===== src/rtl/branch_predictor_bht.sv =====
`default_nettype none
// ============================================================================
//  Module      : branch_predictor_bht
//  Description : Table of saturating counters indexed by PC (bimodal) or by
//                PC xor global history (gshare). Combinational lookup,
//                resolution-time update, non-speculative history, and
//                branch / mispredict statistics for CSR readout.
//  Revision    : 1.0 - initial release
// ============================================================================
module branch_predictor_bht #(
  parameter int ENTRIES = 64,
  parameter int CTR_W   = 2,
  parameter int GHR_W   = 6,
  parameter int MODE    = 0,
  parameter int PC_LSB  = 2,
  localparam int IDX_W  = $clog2(ENTRIES)
) (
  input  logic             clk,
  input  logic             rst,
  input  logic             pred_valid_i,
  input  logic [31:0]      pred_pc_i,
  output logic             pred_taken_o,
  output logic [IDX_W-1:0] pred_idx_o,
  input  logic             upd_valid_i,
  input  logic [IDX_W-1:0] upd_idx_i,
  input  logic             upd_taken_i,
  input  logic             upd_mispredict_i,
  input  logic             clr_stats_i,
  output logic [GHR_W-1:0] ghr_o,
  output logic [31:0]      branch_cnt_o,
  output logic [31:0]      mispredict_cnt_o
);

  // Weakly not-taken start value and saturation ceiling
  localparam logic [CTR_W-1:0] CTR_INIT = CTR_W'((1 << (CTR_W - 1)) - 1);
  localparam logic [CTR_W-1:0] CTR_MAX  = '1;

  logic [CTR_W-1:0] ctr_q [ENTRIES];
  logic [CTR_W-1:0] upd_ctr_cur;
  logic [CTR_W-1:0] upd_ctr_d;
  logic [GHR_W-1:0] ghr_q;
  logic [GHR_W-1:0] ghr_shift;
  logic [GHR_W-1:0] ghr_d;
  logic [31:0]      branch_cnt_q;
  logic [31:0]      branch_cnt_d;
  logic [31:0]      mispredict_cnt_q;
  logic [31:0]      mispredict_cnt_d;
  logic [IDX_W-1:0] pc_idx;
  logic [IDX_W-1:0] lookup_idx;

  // The query valid only qualifies the pipeline's own bookkeeping; the
  // lookup itself is always live and only part of the PC feeds the index.
  logic unused_pred_inputs;
  assign unused_pred_inputs = ^{pred_valid_i, pred_pc_i};

  assign pc_idx = pred_pc_i[PC_LSB +: IDX_W];

  generate
    if (MODE == 1) begin : g_gshare
      logic [IDX_W-1:0] hist;
      if (GHR_W < IDX_W) begin : g_hist_ext
        assign hist = {{(IDX_W - GHR_W){1'b0}}, ghr_q};
      end else begin : g_hist_trunc
        assign hist = ghr_q[IDX_W-1:0];
      end
      assign lookup_idx = pc_idx ^ hist;
    end else begin : g_bimodal
      assign lookup_idx = pc_idx;
    end
  endgenerate

  // Read-before-write: the query always sees the current (pre-update) table
  assign pred_idx_o   = lookup_idx;
  assign pred_taken_o = ctr_q[lookup_idx][CTR_W-1];

  // Saturating increment / decrement of the entry being resolved
  assign upd_ctr_cur = ctr_q[upd_idx_i];
  always_comb begin
    upd_ctr_d = upd_ctr_cur;
    if (upd_taken_i) begin
      if (upd_ctr_cur != CTR_MAX) upd_ctr_d = upd_ctr_cur + CTR_W'(1);
    end else begin
      if (upd_ctr_cur != '0) upd_ctr_d = upd_ctr_cur - CTR_W'(1);
    end
  end

  generate
    if (GHR_W == 1) begin : g_ghr_one
      assign ghr_shift = upd_taken_i;
    end else begin : g_ghr_shift
      assign ghr_shift = {ghr_q[GHR_W-2:0], upd_taken_i};
    end
  endgenerate

  // History and statistics next-state; clear wins over an increment
  always_comb begin
    ghr_d            = upd_valid_i ? ghr_shift : ghr_q;
    branch_cnt_d     = branch_cnt_q;
    mispredict_cnt_d = mispredict_cnt_q;
    if (clr_stats_i) begin
      branch_cnt_d     = '0;
      mispredict_cnt_d = '0;
    end else if (upd_valid_i) begin
      branch_cnt_d = branch_cnt_q + 32'd1;
      if (upd_mispredict_i) mispredict_cnt_d = mispredict_cnt_q + 32'd1;
    end
  end

  // Counter table: reset to weakly not-taken, one entry written per resolution
  always_ff @(posedge clk or negedge rst) begin
    if (!rst) begin
      for (int i = 0; i < ENTRIES; i++) ctr_q[i] <= CTR_INIT;
    end else if (upd_valid_i) begin
      ctr_q[upd_idx_i] <= upd_ctr_d;
    end
  end

  // Global history and statistics registers
  always_ff @(posedge clk or negedge rst) begin
    if (!rst) begin
      ghr_q            <= '0;
      branch_cnt_q     <= '0;
      mispredict_cnt_q <= '0;
    end else begin
      ghr_q            <= ghr_d;
      branch_cnt_q     <= branch_cnt_d;
      mispredict_cnt_q <= mispredict_cnt_d;
    end
  end

  assign ghr_o            = ghr_q;
  assign branch_cnt_o     = branch_cnt_q;
  assign mispredict_cnt_o = mispredict_cnt_q;

endmodule
`default_nettype wire


===== config.mk =====
export PLATFORM = sky130hd
export DESIGN_NAME = branch_predictor_bht
export DESIGN_NICKNAME = d
export VERILOG_FILES = /design/src/rtl/branch_predictor_bht.sv
export SDC_FILE = /design/constraint.sdc
export NUM_CORES = 1
export LEC_CHECK = 0
export ABC_AREA = 1
export BUFFER_PORTS_ARGS = -buffer_cell sky130_fd_sc_hd__buf_4
export CORE_ASPECT_RATIO = 0.75
export CORE_MARGIN = 5
export CORE_UTILIZATION = 45
export CTS_CLUSTER_DIAMETER = 150
export DETAILED_ROUTE_END_ITERATION = 10
export GPL_ROUTABILITY_DRIVEN = 0
export HOLD_SLACK_MARGIN = 0.03
export PLACE_DENSITY = 0.69
export RECOVER_POWER = 25
export SYNTH_ARGS = -nofsm -noshare
export SYNTH_HDL_FRONTEND = slang
export SYNTH_SLANG_ARGS = --single-unit

===== constraint.sdc =====
create_clock -name clk -period 2.5 [get_ports clk]
set_clock_uncertainty 0.2 [all_clocks]
set_input_delay 0.25 -clock clk [delete_from_list [all_inputs] [get_ports clk]]
set_output_delay 0.25 -clock clk [all_outputs]
set_load 0.05 [all_outputs]

# Word level (Yosys, flattened, before mapping)
# Index checks and enable logic that the tools add are counted.
[word_totals] ff_bits=198 latch_bits=0 ramBits=0 romBits=0 in_bits=45 word_cells=99 mem_count=0
[op_classes] add_sub_neg=4 mul=0 div_mod_pow=0 n_lt_le_gt_ge=3 n_eq_ne=1 shift=0 mux=17 n_bitwise=2 reduce_logical=5
[op_table] operator="32-bit two-way mux" n=5
[op_table] operator="128-bit bitwise mux" n=1
[op_table] operator="32-bit by 1-bit adder with 32-bit output (second input constant)" n=2
[op_table] operator="2-bit binary-select mux with 6-bit select" n=2
[op_table] operator="2-bit two-way mux" n=8
[op_table] operator="7-bit greater-or-equal comparator (second input constant)" n=2
[op_table] operator="6-bit inverter with 7-bit output" n=2
[op_table] operator="2-bit demux with 6-bit select" n=1
[op_table] operator="7-bit by 1-bit less-than comparator with 1-bit output (second input constant)" n=1
[op_table] operator="2-bit nonzero test" n=3
[op_table] operator="2-bit by 1-bit adder with 2-bit output (second input constant)" n=1
[op_table] operator="2-bit inequality test (second input constant)" n=1
[op_table] operator="2-bit AND reduction" n=1
[op_table] operator="2-bit by 1-bit subtractor with 2-bit output (second input constant)" n=1
[op_table] operator="1-bit logical AND" n=1

# Logic depth before layout (Yosys ltp)
[depth] word_depth=8 ltp_mapped=19 ltp_nobuf=16

# Worst setup path before layout
# OpenSTA, ideal clock, no wires.
[synth_path] path_type="register to register" startpoint="reg branch_cnt_q[0], in the netlist branch_cnt_o[0]" endpoint="reg branch_cnt_q[26], in the netlist branch_cnt_o[26]" setup_ns=0.077 arrival_ns=2.238 required_time_ns=2.223 setup_slack_ns=-0.015 stages_incl_launch_ff=12 synth_period_minus_slack_ns=2.515 cell_sequence="dfrtp_1 -> ha_1 -> nand3_1 -> nor3_2 -> nand3_1 -> nor2_1 -> nand2_1 -> nor2_1 -> nand2_2 -> nor2_1 -> nand3_1 -> a21oi_1"
[synth_between] elab_chain_cells=3
[synth_lines] element="start, declared" line_no="44" source="logic [31:0] branch_cnt_q;"
[synth_lines] element="start signal, assigned" line_no="126" source="branch_cnt_q <= branch_cnt_d;"
[synth_lines] element="32-bit by 1-bit adder with 32-bit output" line_no="104" source="branch_cnt_d = branch_cnt_q + 32'd1;"
[synth_lines] element="32-bit two-way mux" line_no="103" source="end else if (upd_valid_i) begin"
[synth_lines] element="32-bit two-way mux" line_no="100" source="if (clr_stats_i) begin"
# No other way between the ends. The select of a mux whose other input is x is not followed.
# A chain may end at the register's enable or synchronous reset.

# Worst setup path in the final report
[layout_path] startpoint="reg ctr_q[11] (netlist bit)" endpoint="out pred_taken_o"
[layout_between] elab_chain_cells=3
[layout_lines] element="start, declared" line_no="38" source="logic [CTR_W-1:0] ctr_q [ENTRIES];"
[layout_lines] element="start signal, assigned by index" line_no="114" source="ctr_q[upd_idx_i] <= upd_ctr_d;"
[layout_lines] element="2-bit binary-select mux with 6-bit select" line_no="74" source="assign pred_taken_o = ctr_q[lookup_idx][CTR_W-1];"
[layout_lines] element="2-bit two-way mux (not written as such) (2 in a row)" line_no="74"
[layout_lines] element="end, declared" line_no="22" source="output logic pred_taken_o,"
# No other way between the ends. The select of a mux whose other input is x is not followed.

==> metrics.md <==
| Metric | Value |
|---|---|
| Final cell count without fillers | `2218` |
| CP Capture Type | `output port` |
| # setup viols final | `0` |
| Power Internal | `5.606 mW` |
| Max-cap viol count | `0` |
| Root buf cell | `clkbuf_16` |
| Core ar. | `25720 µm²` |
| Area grow syn2layout | `17.95%` |
| Drt pass-1 iters | `5` |
| Initial Util | `0.4522` |
| Most frequent cell after synthesis | `nand2_1` |
| Final std cell area, no fill | `roughly 14000 µm²` |
| Final wirelength | `between 30 and 40 mm` |
| Clock slew at reported path FFs | `roughly 80 ps` |
| Chip height | `149.2 µm` |
| Final Power | `around 8.0 mW` |
| Gr usage total | `0.2459` |
| Max Freq | `0.4194 GHz` |
| Placed insts | `2180` |
| Power share of the clock group | `0.365` |
| CTS buffer count | `17` |
| Slew of the pin with the lowest slew margin | `1086 ps` |
| CP most frequent cell | `nand3_1` |
| Clock buffer depth | `2` |
| Critical path fanouts, max | `3` |
| Run status | `complete, no violations` |
| Type of the most critical hold path | `in -> reg` |
| WS Path Type | `reg -> out` |
| CTS tree | `built` |
| Nets | `1908` |
| Drt drc | `0` |
| Commonest cells in the synthesized netlist | `759 x nand2_1, 185 x inv_1, 164 x nor2_1` |
| Yosys warns | `0` |
| Vias in the first global route | `~11000` |
| Worst EP arrival | `roughly 1900 ps` |
| I/O Pins | `122` |
| Maximum VDD drop | `between 0.4 and 0.5 mV` |
| First-pass GRT wire length | `57.85 mm` |
| Die area | `~29000 µm²` |
| Crit path launch type | `flop` |
| Psw | `~2.4 mW` |
| Synthesized cell area | `11630 µm²` |
| Clk Latency, worst-skew pair | `440 ps` |
| H-tree depth | `4` |
| Initial DRC Count | `1179` |
| Async SR Flop Fraction | `1.000` |
| Cell Area, Placed | `13070 µm²` |
| Antenna diodes | `0` |
| Distinct cells, synth | `38` |
| Syn Area/Cell | `6.653 µm²` |
| Post-Syn Instances | `1748` |
| Hold Vio Cnt, Final | `0` |
| Comb pwr share | `0.169` |
| DR vias/cell | `5.243` |
| Final period util | `0.9538` |
| Layout fillers | `2460` |
| DRT antenna net count | `0` |
| CP top delay family | `compound AO/OA/AOI/OAI gates` |
| Post-synth EDFFs | `0` |
| Lkg Pwr | `6.783 nW` |
| Final min period | `2385 ps` |
| Slowest Stage Delay on Critical Path | `410 ps` |
| Layout cells sized above 1 | `0.1457` |
| Overflow after GRT | `0` |
| Dpl hpwl | `24.75 mm` |
| Worst rel slew slack | `0.2761` |
| Port buffer count | `94` |
| Average wire per standard cell | `between 15 and 20 µm` |
| Slowest CP cell | `dfrtp_1` |
| Synthesized net count | `1795` |
| Sw Ratio | `0.2975` |
| Post-synth top area share | `0.2883` |
| Final Slew Violations | `0` |
| Synth Flop Type | `dfrtp_1` |
| Via count | `11630` |
| Antenna violations before repair | `0` |
| Site row count | `51` |
| Power per Cell Area | `581.8 nW/µm²` |
| Largest net degree at the start of global routing | `67` |
| CP Cell Sequence | `o21ai_0 -> o22ai_1 -> o211ai_1 -> nand3_1 -> nand3_1 -> nand2_2 -> buf_6` |
| FF+latch count, synth | `198` |
| Clock sinks | `198` |
| Register area share after synthesis | `0.4329` |
| Die width | `195.6 µm` |
| Buffers & Inverters on Critical Path | `1` |
| Worst EP required | `between 2000 and 2500 ps` |
| Ranking of synthesized cells by area | `dfrtp_1 29%, nand2_1 24%, dfstp_2 14%, inv_1 6.0%, nor2_1 5.3%` |
| Sequential share of power | `0.467` |
| Area leader, netlist | `dfrtp_1` |
## registers in the layout, indices dropped and copies added, names as in the netlist
name,flops
ctr_q,128
mispredict_cnt_o,32
branch_cnt_o,32
ghr_o,6
## cell type report
cell class / instances / area (µm²) / share of cell area
Tap cell: 344 / 430.4 / 0.03138
Clock buffer: 18 / 439.2 / 0.03202
Sequential cell: 198 / 5039 / 0.3673
Inverter: 190 / 713.2 / 0.05199
Clock inverter: 14 / 171.4 / 0.01250
Timing Repair Buffer: 163 / 1366 / 0.09961
Multi-Input combinational cell: 1291 / 5558 / 0.4052
## logic make-up (layout without fill, tap and decap cells)
kind of cell / Yosys count / after routing / share of synthesized area
flops: 198 / 198 / 0.4329
buf+inv: 259 / 385 / 0.09252
simple gates: 1134 / 1134 / 0.3956
compound gates: 145 / 145 / 0.06929
fa+ha+maj: 2 / 2 / 0.002151
xor+xnor: 10 / 10 / 0.007531
## per-stage QoR
| step | setup WS (ps) | setup TNS [ps] | util | hold slack, ps |
|---|---|---|---|---|
| finish | 115.4 | 0 | 0.5334 | 145.1 |
| global placement | 81.29 | 0 | 0.5081 | 111.1 |
| CTS | 68.76 | 0 | 0.5334 | 132.5 |
| global route | -2.859 | -2.859 | 0.5334 | 165.2 |
| detailed placement | 48.89 | 0 | 0.5081 | 109.1 |
| floorplan | 77.25 | 0 | - | -245.6 |
## cell usage in the layout, fill, tap and decap left out, types with 6 or more instances in the layout
master | Yosys | routed
nand2_1 | 759 | 758
inv_1 | 185 | 185
nor2_1 | 164 | 158
buf_4 | 11 | 137
dfrtp_1 | 134 | 131
nand3_1 | 117 | 115
dfstp_2 | 64 | 64
o21ai_0 | 63 | 62
a21oi_1 | 45 | 45
nor3_1 | 42 | 42
nand4_1 | 23 | 23
clkbuf_16 | 0 | 17
o211ai_1 | 12 | 12
buf_12 | 0 | 12
xor2_1 | 10 | 10
nor4_1 | 10 | 10
nor2_2 | 3 | 8
clkbuf_1 | 22 | 6
## worst min-delay path, cell delays in order
cell,delay (ps)
buf_4,90
inv_2,30
buf_4,240
nand2_1,110
nor2_1,40
## power by group through the flow
stage               combinational (mW)  clock (mW)  sequential [mW]
floorplan                        0.750           0             3.82
global placement                  1.31           0             3.77
finish                            1.35        2.91             3.72
global route                      1.48        3.11             3.75
CTS                               1.35        2.96             3.72
detailed placement                1.34           0             3.77
## final timing paths
check / to / slack [ps] / start / depth (start not counted)
worst max register to register: branch_cnt_o[16] / 140 / branch_cnt_o[0] / 11
worst max-delay path: pred_taken_o / 120 / ctr_q[11] / 7
worst min register to register: ctr_q[60] / 270 / ctr_q[60] / 2
max in group asynchronous: ctr_q[53] / 440 / rst / 3
min in group asynchronous: branch_cnt_o[16] / 200 / rst / 2
worst min-delay path: branch_cnt_o[2] / 150 / clr_stats_i / 5
## what timing repair did
| action | CTS | global route |
|---|---|---|
| resized for setup | 0 | 13 |
| hold buffers | 4 | 0 |
| buffers inserted | 0 | 2 |
| setup endpoints to repair | 0 | 9 |
| endpoints found under the hold margin | 58 | 0 |
## metal layers
layer  up-vias  wire (µm)  track usage
met4         0        606      0.05862
met5         -          0            0
met1      5404      16330       0.3679
met3        52       2991      0.04245
li1       5693          -            -
met2       479      15590       0.3733
(Power assumes the default switching activity.)
